`config.mk`:
```
export PLATFORM = sky130hd
export DESIGN_NAME = bcd_conv_scheduler
export DESIGN_NICKNAME = d
export VERILOG_FILES = /design/src/rtl/bcd_conv_scheduler_pkg.sv /design/src/rtl/bcd_conv_scheduler_dabble.sv /design/src/rtl/bcd_conv_scheduler.sv
export SDC_FILE = /design/constraint.sdc
export NUM_CORES = 1
export LEC_CHECK = 0
export CORE_ASPECT_RATIO = 1.1
export CORE_MARGIN = 2
export CORE_UTILIZATION = 45
export DETAILED_ROUTE_END_ITERATION = 7
export PLACE_DENSITY_LB_ADDON = 0.3
export SYNTH_ARGS = -nofsm -noshare
export SYNTH_HDL_FRONTEND = slang
export SYNTH_SLANG_ARGS = --single-unit
```
`constraint.sdc`:
```
create_clock -name clk -period 3.97 [get_ports clk]
set_clock_uncertainty 0.2 [all_clocks]
set_input_delay 0.794 -clock clk [delete_from_list [all_inputs] [get_ports clk]]
set_output_delay 0.794 -clock clk [all_outputs]
set_load 0.02 [all_outputs]
```
`src/rtl/bcd_conv_scheduler_pkg.sv`:
```
// Shared constants, FSM state type and digit-correction constants for the
// round-robin binary-to-BCD conversion scheduler.
package bcd_conv_scheduler_pkg;

    localparam int N_REQ    = 4;
    localparam int BIN_W    = 8;
    localparam int BCD_W    = 12;
    localparam int DIGIT_W  = 4;
    localparam int N_DIGITS = BCD_W / DIGIT_W;

    localparam logic [DIGIT_W-1:0] DIGIT_THRESH = 4'd4;
    localparam logic [DIGIT_W-1:0] DIGIT_ADD    = 4'd3;

    typedef enum logic [1:0] {
        IDLE,
        SHIFT,
        DONE
    } state_t;

endpackage

```
`src/rtl/bcd_conv_scheduler_dabble.sv`:
```
// One combinational double-dabble iteration: correct every BCD digit above
// the threshold, then shift {digits, operand} left by one bit.
module bcd_dabble_step #(
    parameter int W = bcd_conv_scheduler_pkg::BIN_W
) (
    input  logic [bcd_conv_scheduler_pkg::BCD_W-1:0] digits,
    input  logic [W-1:0]                             operand,
    output logic [bcd_conv_scheduler_pkg::BCD_W-1:0] shifted_digits,
    output logic [W-1:0]                             shifted_operand
);
    import bcd_conv_scheduler_pkg::*;

    logic [BCD_W-1:0] corrected;

    // NOTE: default assignment first so no path through the loop leaves corrected unassigned (no latch).
    always_comb begin
        corrected = digits;
        for (int d = 0; d < N_DIGITS; d++) begin
            if (digits[d*DIGIT_W +: DIGIT_W] > DIGIT_THRESH) begin
                corrected[d*DIGIT_W +: DIGIT_W] = digits[d*DIGIT_W +: DIGIT_W] + DIGIT_ADD;
            end
        end
    end

    assign {shifted_digits, shifted_operand} = {corrected, operand} << 1;

endmodule

```
`src/rtl/bcd_conv_scheduler.sv`:
```
// Round-robin arbiter feeding a single sequential binary-to-BCD converter;
// one conversion in flight, result held until the consumer accepts it.
module bcd_conv_scheduler #(
    parameter int N_REQ = bcd_conv_scheduler_pkg::N_REQ,
    parameter int BIN_W = bcd_conv_scheduler_pkg::BIN_W
) (
    input  logic                                     clk,
    input  logic                                     rst_n,
    input  logic [N_REQ-1:0]                         req_valid,
    input  logic [N_REQ*BIN_W-1:0]                   req_data,
    output logic [N_REQ-1:0]                         req_ready,
    output logic                                     res_valid,
    output logic [bcd_conv_scheduler_pkg::BCD_W-1:0] res_bcd,
    output logic [$clog2(N_REQ)-1:0]                 res_id,
    input  logic                                     res_ready,
    output logic                                     busy
);
    import bcd_conv_scheduler_pkg::*;

    localparam int ID_W  = $clog2(N_REQ);
    localparam int CNT_W = $clog2(BIN_W);

    state_t           state;
    state_t           state_nxt;
    logic [ID_W-1:0]  rr_ptr;
    logic [ID_W-1:0]  id_q;
    logic [ID_W-1:0]  gnt_idx;
    logic             gnt_found;
    logic [CNT_W-1:0] step_cnt;
    logic [BCD_W-1:0] digits;
    logic [BCD_W-1:0] digits_stepped;
    logic [BIN_W-1:0] operand;
    logic [BIN_W-1:0] operand_stepped;
    logic             accept;
    logic             last_step;

    bcd_dabble_step #(.W(BIN_W)) u_step (
        .digits          (digits),
        .operand         (operand),
        .shifted_digits  (digits_stepped),
        .shifted_operand (operand_stepped)
    );

    // First asserted request at or after rr_ptr, wrapping around.
    always_comb begin
        gnt_found = 1'b0;
        gnt_idx   = '0;
        for (int i = 0; i < N_REQ; i++) begin
            if (!gnt_found && req_valid[(int'(rr_ptr) + i) % N_REQ]) begin
                gnt_found = 1'b1;
                gnt_idx   = ID_W'((int'(rr_ptr) + i) % N_REQ);
            end
        end
    end

    assign accept    = (state == IDLE) && |(req_valid & req_ready);
    assign last_step = (step_cnt == CNT_W'(BIN_W - 1));

    // NOTE: sequential state uses non-blocking assignments so every flop samples pre-edge values.
    always_ff @(posedge clk or negedge rst_n) begin
        if (!rst_n) begin
            state <= IDLE;
        end else begin
            state <= state_nxt;
        end
    end

    always_comb begin
        state_nxt = state;
        unique case (state)
            IDLE:    if (accept)    state_nxt = SHIFT;
            SHIFT:   if (last_step) state_nxt = DONE;
            DONE:    if (res_ready) state_nxt = IDLE;
            default:                state_nxt = IDLE;
        endcase
    end

    // NOTE: req_ready is gated by rst_n so no grant is visible while reset is held.
    always_comb begin
        req_ready = '0;
        if (state == IDLE && rst_n && gnt_found) begin
            req_ready[gnt_idx] = 1'b1;
        end
        res_valid = (state == DONE);
        res_bcd   = (state == DONE) ? digits : '0;
        res_id    = id_q;
        busy      = (state != IDLE);
    end

    // NOTE: datapath is reset too, so an aborted conversion leaves no stale digits or owner id.
    always_ff @(posedge clk or negedge rst_n) begin
        if (!rst_n) begin
            rr_ptr   <= '0;
            id_q     <= '0;
            step_cnt <= '0;
            digits   <= '0;
            operand  <= '0;
        end else if (accept) begin
            operand  <= req_data[gnt_idx*BIN_W +: BIN_W];
            digits   <= '0;
            step_cnt <= '0;
            id_q     <= gnt_idx;
            rr_ptr   <= (gnt_idx == ID_W'(N_REQ - 1)) ? '0 : gnt_idx + 1'b1;
        end else if (state == SHIFT) begin
            digits   <= digits_stepped;
            operand  <= operand_stepped;
            step_cnt <= step_cnt + 1'b1;
        end
    end

endmodule
```
==> impl_metrics.tcl, run 1 <==
set metrics [dict create \
    fillCellCount 376 \
    place.gp.congestion 0.821 \
    cp-start-kind "input port" \
    grt_pass1_wl_mm 8.06 \
    powerDensity_nw_per_um2 630 \
    grt_max_degree 38 \
    r2r-start "rr_ptr[1]" \
    ant_nets 0 \
    cts_sinks 29 \
    crit_fanout 4 \
    vias_per_cell 5.36 \
    dieArea_sq_um 4970 \
    maxCapViolCount 0 \
    drv_slew 0 \
    final_util_pct 64.9 \
    hp-start "operand[7]" \
    syn_area_sq_um 1990 \
    drive_gt1_share_pct 10.1 \
    synth_edf_count 0 \
    drt_pass1_iterations 4 \
    grt_pass1_vias 1810 \
    syn_inst 240 \
    num_rows 25 \
    netSwitchingPower_uw 762 \
    startpoint "req_valid[0]" \
    ctsHoldBuffers 0 \
    clockBufferDepth 2 \
    rsz0062_at_grt "false" \
    max_freq_ghz 0.270 \
    insertion_delay_ns 0.29 \
    cts_setup_buffers 0 \
    syn_avg_cell_area_sq_um 8.28 \
    antenna_cells 0 \
    grt-ovfl-total 0 \
    routed_wl_mm 4.71 \
    seq_power_share_pct 30.5 \
    crit_type "in2out" \
    period_needed_ns 3.70 \
    drt_iter0_drc 107 \
    hold_class "reg2reg" \
    die_y_um 73.7 \
    status "finished clean" \
    seq_area_frac_synth_pct 36.5 \
    synth_ff_type "dfrtp_1" \
    fp.dieW_um 67.4 \
    place_hpwl_mm 3.59 \
    r2r_cells 8 \
    worstHoldPathCells 2 \
    synth_cell_types 37 \
    cts_root_buf "clkbuf_8" \
    worst_slack_ns 0.269 \
    core_area_sq_um 4290 \
    routedWlPerCell_um 13.0 \
    maxSlewHeadroom_pct 18.4 \
    setup_viol 0 \
    dp_slack_ns 0.0852 \
    io_pins 59 \
    cts-htree-levels 2 \
    clkTransAtPathRegs_ns 0.07 \
    p_int_uw 989 \
    r2r_end "digits[7]" \
    cts_made_buffers 5 \
    nets 351 \
    p_leak_uw 0.00120 \
    synth_seq_cells 29 \
    worst_slew_pin_slew_ns 1.22 \
    period_share_pct 93.2 \
    placed_area_sq_um 2680 \
    critical_path_required_ns 2.98 \
    finalInstanceArea_sq_um 2780 \
    portBuffers 58 \
    reg2reg_setup_slack_ns 1.50 \
    cts_tree "built" \
    worst_setup_path_end_kind "output pin" \
    tns_ns 0 \
    area_growth_pct 39.8 \
    initial_core_util_pct 46.4 \
    combPwrFrac_pct 55.8 \
    crit_arrival_ns 2.71 \
    drc_errors 0 \
    synth_fp_nets 285 \
    pwr-share-clk_pct 13.7 \
    route.vias.total 1934 \
    synth_async_sr_flop_share_pct 100 \
    yosysWarnings 0 \
    antenna_found_initial 0 \
    swShare_pct 43.5 \
    hold_end "digits[0]" \
    grtUsageTotal_pct 21.3 \
    ir_worst_vdd_v 0.000353 \
    finalHoldViolCount 0 \
]
[timing repair]
action	CTS	global route
hold endpoints to repair	0	0
gates resized for setup	0	4
endpoints found under the setup margin	0	3
[cell usage after synthesis (2+ instances only)]
cell type,instances,area (sq um)
o21ai_0,23,115
clkbuf_1,8,30.0
nor2_1,17,63.8
a21oi_1,12,60.1
nand3_1,10,50.1
nand2b_1,5,31.3
inv_1,15,56.3
o22ai_1,9,56.3
mux2i_1,10,100
dfrtp_1,29,726
o21bai_1,2,15.0
o211ai_1,7,52.6
a211o_1,8,70.1
and2_1,7,43.8
nor3_1,2,10.0
ha_1,6,75.1
nand2_1,34,128
xnor2_1,3,26.3
o31ai_1,2,15.0
nor2b_1,4,25.0
buf_2,5,25.0
a41oi_1,7,61.3
[flip-flops by register name, indices dropped and copies added, names as in the netlist]
register and count:
digits 12, step_cnt 3, operand 8, res_id 2, state 2, rr_ptr 2
[worst max-delay path by stage]
stage                   endpoint  slack (ns)  depth (start not counted)
finish              req_ready[2]        0.27                          6
global route        req_ready[2]        0.20                          6
CTS                 req_ready[0]        0.07                          7
detailed placement  req_ready[0]        0.09                          7
global placement    req_ready[0]        0.12                          7
floorplan           req_ready[3]        0.76                          7
[metal layers]
metal / vias up / wire length, um / global-route usage [%] / share of wire [%]
li1: 989 / - / - / -
met1: 883 / 2030 / 26.3 / 43
met2: 56 / 2400 / 36.5 / 51
met3: 6 / 216 / 4.44 / 4.6
met4: 0 / 70 / 7.48 / 1.5
met5: - / 0 / 0 / 0
[logic make-up after synthesis]
kind of cell / count (synthesis) / synth area share [%]
and+or+nand+nor: 84 / 19.5
AOI/OAI and AO/OA: 77 / 26.4
buffers and inverters: 29 / 6.17
DFF: 29 / 36.5
muxes: 12 / 6.36
adders and majority gates: 6 / 3.78
xor gates and xnor gates: 3 / 1.32
[power groups by stage]
stage / Combinational, uW / Clock (uW) / Sequential, uW
3_5_place_dp: 986 / 0 / 536
5_1_grt: 1100 / 258 / 553
6_report: 977 / 240 / 534
4_1_cts: 987 / 245 / 532
2_1_floorplan: 712 / 0 / 521
3_3_place_gp: 956 / 0 / 531
[through the flow]
stage | cells | power, uW | hold slack [ns]
6_report | 361 | 1750 | 0.320
5_1_grt | 361 | 1910 | 0.356
4_1_cts | 361 | 1760 | 0.331
3_5_place_dp | 353 | 1520 | 0.305
3_3_place_gp | 353 | 1490 | 0.292
2_1_floorplan | 240 | 1230 | 0.269
[placed cells by master (no fill, tap or decap), types with 3 or more instances in the layout]
cell type / n
and2_1: 7
dfrtp_1: 29
a211o_1: 8
nor2b_1: 4
dlymetal6s2s_1: 3
o21ai_0: 23
clkdlybuf4s50_1: 55
nor2_1: 17
nand3_1: 10
a41oi_1: 7
buf_4: 15
o211ai_1: 7
a21oi_1: 12
nand2b_1: 5
xnor2_1: 3
mux2i_1: 9
o22ai_1: 9
clkbuf_8: 5
inv_1: 15
nand2_1: 34
ha_1: 6
[critical path, stage by stage]
cell and delay [ns]:
clkdlybuf4s50_1 0.46, or4_1 0.54, and3_1 0.25, nand3_2 0.09
nor2_1 0.05, clkdlybuf4s50_1 0.53
[area by class of cell]
class	count	area [sq um]	share of cell area, %
clock inverter	3	17.5	0.630
inverter	15	56.3	2.03
multi-input combinational	182	1140	41.1
clock buffer	5	68.8	2.48
tap	54	67.6	2.43
timing repair buffer	73	701	25.2
sequential	29	726	26.1
(Power assumes the default switching activity.)
==> run 2, diff against run 1 <==
--- a/config.mk
+++ b/config.mk
@@ -9,7 +9,7 @@
 export CORE_MARGIN = 2
 export CORE_UTILIZATION = 45
 export DETAILED_ROUTE_END_ITERATION = 7
-export PLACE_DENSITY_LB_ADDON = 0.3
+export PLACE_DENSITY = 0.83
 export SYNTH_ARGS = -nofsm -noshare
 export SYNTH_HDL_FRONTEND = slang
 export SYNTH_SLANG_ARGS = --single-unit
==> run 2 against run 1 <==
  * Register-to-register slack got worse by 0.47 ns
  * Worst setup slack lost 0.11 ns
  * Fmax is 2.8% lower
  * Sequential power is essentially flat
  * Global-route usage increased by 1.3 points
  * Wire length up 2.9%
  * Largest power group unchanged
==> impl_metrics.tcl, run 2 (synthesis results as in run 1) <==
set metrics [dict create \
    io_pins 59 \
    top_register "digits" \
    grt-ovfl-total 0 \
    clockBufferDepth 2 \
    cp-start-kind "input port" \
    num_rows 25 \
    grt_pass1_wl_mm 8.60 \
    finalHoldViolCount 0 \
    fp.dieW_um 67.4 \
    dieArea_sq_um 4970 \
    crit_path_max_incr_delay_ns 0.60 \
    die_y_um 73.7 \
    vias_per_cell 5.49 \
    powerDensity_nw_per_um2 657 \
    cpMostUsedCell "clkdlybuf4s50_1" \
    grt_pass1_vias 2019 \
    critical_path_required_ns 2.98 \
    status "finished clean" \
    largest_register_ffs 12 \
    crit_type "in2out" \
    fillCellCount 363 \
    route.vias.total 1970 \
    ant_nets 0 \
    portBuffers 58 \
    ff_latch_area_sq_um 726 \
    routedWlPerCell_um 13.5 \
    reg_top3 "digits (12), operand (8), step_cnt (3)" \
    drive_gt1_share_pct 8.85 \
    initial_core_util_pct 46.4 \
    antenna_found_initial 0 \
    cts_tree "built" \
    place.gp.congestion 0.856 \
    drv_slew 0 \
    maxCapViolCount 0 \
    period_needed_ns 3.81 \
    grtUsageTotal_pct 22.6 \
    final_common_cell "clkdlybuf4s50_1" \
    ctsHoldBuffers 0 \
    crit_arrival_ns 2.81 \
    grt_max_degree 38 \
    drc_errors 0 \
    routed_wl_mm 4.85 \
    period_share_pct 95.9 \
    rsz0062_at_grt "false" \
    core_area_sq_um 4290 \
    cts_setup_buffers 0 \
    cts_made_buffers 5 \
    max_freq_ghz 0.263 \
    p_leak_uw 0.00119 \
    nets 349 \
    ctsResizeCount 0 \
    multiInputGateArea_sq_um 1140 \
    ir_worst_vdd_v 0.000399 \
    drt_iter0_drc 67 \
    tns_ns 0 \
    area_growth_pct 40.3 \
    maxSlewHeadroom_pct 17.5 \
    cts-htree-levels 2 \
    slowest_stage "clkdlybuf4s50_1" \
    setup_viol 0 \
    cts_root_buf "clkbuf_8" \
    worst_slew_pin_slew_ns 1.24 \
    placed_cells 351 \
    antenna_cells 0 \
    worstPathCellList "clkdlybuf4s50_1, mux2i_1, o22a_1, nand2_2, inv_1, ha_1, and2_1, clkdlybuf4s50_1" \
    insertion_delay_ns 0.28 \
    fin_cells 359 \
    drt_pass1_iterations 4 \
    worst_setup_path_end_kind "output pin" \
    mostFrequentLayoutCells "clkdlybuf4s50_1 (56), nand2_1 (34), dfrtp_1 (29), o21ai_0 (23), nor2_1 (17)" \
    holdWs_ns 0.321 \
    crit_fanout 5 \
    hold_class "reg2reg" \
    place_hpwl_mm 3.76 \
    clkTransAtPathRegs_ns 0.06 \
    cts_sinks 29 \
]
==> run 2: changes by cell type in the layout (fill, tap and decap cells not counted), sizes merged <==
cell           delta
clkbuf            +2
clkinv            -2
bufinv            +1
buf               -2
clkinvlp          -1
clkdlybuf4s50     +1
dlymetal6s2s      -1
==> run 2: report_power, final <==
part / internal, uW / total [uW] / leakage, uW / switching (uW)
clock network: 204 / 318 / 0.0000585 / 114
logic: 431 / 979 / 0.000764 / 548
registers: 429 / 535 / 0.000366 / 107
==> run 2: final timing paths <==
path	start	to	slack, ns	depth (start not counted)
min	operand[7]	digits[0]	0.32	2
max reg2reg	rr_ptr[1]	rr_ptr[1]	1.03	9
max in group asynchronous	rst_n	operand[0]	2.53	2
min in group asynchronous	rst_n	res_id[1]	0.77	2
min reg2reg	operand[7]	digits[0]	0.32	2
max	req_valid[2]	req_ready[3]	0.16	8
==> run 2: final cells by class <==
class                           count  share of cell area (%)
Multi-Input combinational cell    182                    40.9
Sequential cell                    29                    26.0
Timing Repair Buffer               71                    24.5
Clock buffer                        7                    3.10
Tap cell                           54                    2.42
Inverter                           15                    2.02
Clock inverter                      1                    1.08
==> run 2: stage by stage <==
step	worst slack (ns)	power (uW)	area (sq um)	util, %
final	0.162	1830	2790	65.1
after global routing	0.00549	2010	2790	65.1
after CTS	0.0538	1850	2780	65.0
after detailed placement	0.0664	1520	2670	62.2
after global placement	0.0961	1480	2670	62.2
after floorplan	0.759	1230	1990	-
==> run 2: critical path: cells and delay by family <==
family / cells / cell delay (ns)
buffers and inverters: 3 / 1.18
multiplexers: 1 / 0.25
AND/OR/NAND/NOR: 2 / 0.18
adder cells (fa/ha/maj): 1 / 0.19
AO/OA/AOI/OAI: 1 / 0.21
==> run 2: per-layer routing <==
layer / GRT usage [%] / part of all wire (%) / vias to the layer above
li1: - / - / 988
met1: 25.8 / 42 / 896
met2: 40.4 / 50 / 75
met3: 5.21 / 5.9 / 11
met4: 8.62 / 1.7 / 0
met5: 0 / 0 / -
==> run 3, diff against run 2 <==
==> constraint.sdc (replaced) <==
create_clock -name clk -period 4.21 [get_ports clk]
set_clock_uncertainty 0.2 [all_clocks]
set_input_delay 0.842 -clock clk [delete_from_list [all_inputs] [get_ports clk]]
set_output_delay 0.842 -clock clk [all_outputs]
set_load 0.02 [all_outputs]
==> run 3 against run 2 <==
  * Worst setup slack better by 0.030 ns
  * Hold slack worse by 0.011 ns
  * Critical endpoint is now req_ready[1]
  * Non-clock buffer count is 1 lower
  * Via count decreased by 1.2%
  * Final cell count shrank 0.56%
  * Largest power group unchanged
  * Power is 9.9% lower
==> impl_metrics.tcl, run 3 (synthesis results as in run 1) <==
set metrics [dict create \
    finalInstanceArea_sq_um 2750 \
    cts_tree "built" \
    finalHoldViolCount 0 \
    clkTransAtPathRegs_ns 0.06 \
    place_hpwl_mm 3.64 \
    portBuffers 58 \
    tns_ns 0 \
    grt_pass1_wl_mm 8.50 \
    clockBufferDepth 2 \
    worst_slew_pin_slew_ns 1.13 \
    fin_cells 357 \
    antenna_found_initial 0 \
    status "finished clean" \
    route.vias.total 1947 \
    drv_slew 0 \
    cts_made_buffers 5 \
    ir_worst_vdd_v 0.000295 \
    crit_path_max_incr_delay_ns 0.61 \
    vias_per_cell 5.45 \
    initial_core_util_pct 46.4 \
    grt_pass1_vias 1971 \
    seq_power_share_pct 30.4 \
    die_y_um 73.7 \
    grtUsageTotal_pct 22.6 \
    io_pins 59 \
    final_common_cell "clkdlybuf4s50_1" \
    crit_fanout 6 \
    worstPathCellList "clkdlybuf4s50_1, nor2b_1, a221o_1, and2_1, nand2b_1, nor2_1, clkdlybuf4s50_1" \
    period_share_pct 95.4 \
    ctsHoldBuffers 0 \
    antenna_cells 0 \
    num_rows 25 \
    hold_class "reg2reg" \
    swShare_pct 43.1 \
    largest_register_ffs 12 \
    placed_area_sq_um 2660 \
    reg2reg_setup_slack_ns 1.27 \
    grt_max_degree 30 \
    p_int_uw 939 \
    ctsResizeCount 0 \
    cpMostUsedCell "clkdlybuf4s50_1" \
    cts_sinks 29 \
    pwr-share-clk_pct 14.1 \
    drc_errors 0 \
    combPwrFrac_pct 55.5 \
    crit_type "in2out" \
    maxSlewHeadroom_pct 24.5 \
    grt-ovfl-total 0 \
    powerDensity_nw_per_um2 601 \
    critical_path_required_ns 3.17 \
    routedWlPerCell_um 13.5 \
    drt_pass1_iterations 4 \
    cts-htree-levels 2 \
    placed_cells 350 \
    core_area_sq_um 4290 \
    top_register "digits" \
    cp-start-kind "input port" \
    routed_wl_mm 4.82 \
    max_freq_ghz 0.249 \
    setup_viol 0 \
    mostFrequentLayoutCells "clkdlybuf4s50_1 (58), nand2_1 (34), dfrtp_1 (29), o21ai_0 (23), nor2_1 (17)" \
    dieArea_sq_um 4970 \
    crit_arrival_ns 2.98 \
    fp.dieW_um 67.4 \
    maxCapViolCount 0 \
    nets 348 \
    rsz0062_at_grt "false" \
    ant_nets 0 \
    drt_iter0_drc 114 \
    insertion_delay_ns 0.28 \
    drive_gt1_share_pct 8.25 \
    period_needed_ns 4.02 \
    final_util_pct 64.1 \
    p_leak_uw 0.00113 \
    cts_root_buf "clkbuf_8" \
    area_growth_pct 38.1 \
    worst_setup_path_end_kind "output pin" \
    place.gp.congestion 0.807 \
    netSwitchingPower_uw 712 \
    reg_top3 "digits (12), operand (8), step_cnt (3)" \
    cts_setup_buffers 0 \
    slowest_stage "clkdlybuf4s50_1" \
]
-- run 3: cell count changes in the layout (fill, tap and decap cells not counted), sizes merged --
cell | previous run | this run
clkdlybuf4s50 | 56 | 58
dlymetal6s2s | 2 | 0
buf | 13 | 12
bufinv | 1 | 0
-- run 3: layout make-up --
cell class              count  area, sq um
fillers                   386         1540
inverters                  15         56.3
clock buffers               7         86.3
multi-input cells         182         1140
flip-flops and latches     29          726
well taps                  54         67.6
repair buffers             70          671
-- run 3: per-stage QoR --
step	hold WS [ns]	total power (uW)	setup slack, ns
3_3_place_gp	0.284	1390	0.235
6_report	0.310	1650	0.192
3_5_place_dp	0.292	1420	0.186
4_1_cts	0.310	1660	0.187
2_1_floorplan	0.269	1160	0.903
5_1_grt	0.360	1810	0.0346
-- run 3: final timing paths --
kind                         startpoint           end  cells past startpoint
max                        req_valid[1]  req_ready[1]                      7
min                          operand[7]     digits[0]                      2
max reg2reg                   rr_ptr[1]     rr_ptr[1]                      8
min reg2reg                  operand[7]     digits[0]                      2
max in group asynchronous         rst_n     digits[7]                      2
min in group asynchronous         rst_n     digits[2]                      2
-- run 3: critical path, delay by kind of cell --
kind / cells / cell delay, ns
buffers and inverters: 2 / 1.17
AO/OA/AOI/OAI: 1 / 0.35
AND/OR/NAND/NOR: 4 / 0.61
-- run 3: power groups by stage --
stage          clock network [uW]  registers (uW)  logic (uW)
4_1_cts                       236             501         926
2_1_floorplan                   0             491         671
3_3_place_gp                    0             499         895
3_5_place_dp                    0             504         919
5_1_grt                       248             518        1040
6_report                      233             502         916
-- run 3: routing by layer --
| layer | routed length (um) | part of all wire [%] | vias up | track usage (%) |
|---|---|---|---|---|
| met1 | 2030 | 42 | 875 | 26.2 |
| met3 | 340 | 7.1 | 7 | 6.43 |
| met2 | 2360 | 49 | 81 | 39.8 |
| met5 | 0 | 0 | - | 0 |
| met4 | 84 | 1.7 | 0 | 7.26 |
| li1 | - | - | 984 | - |
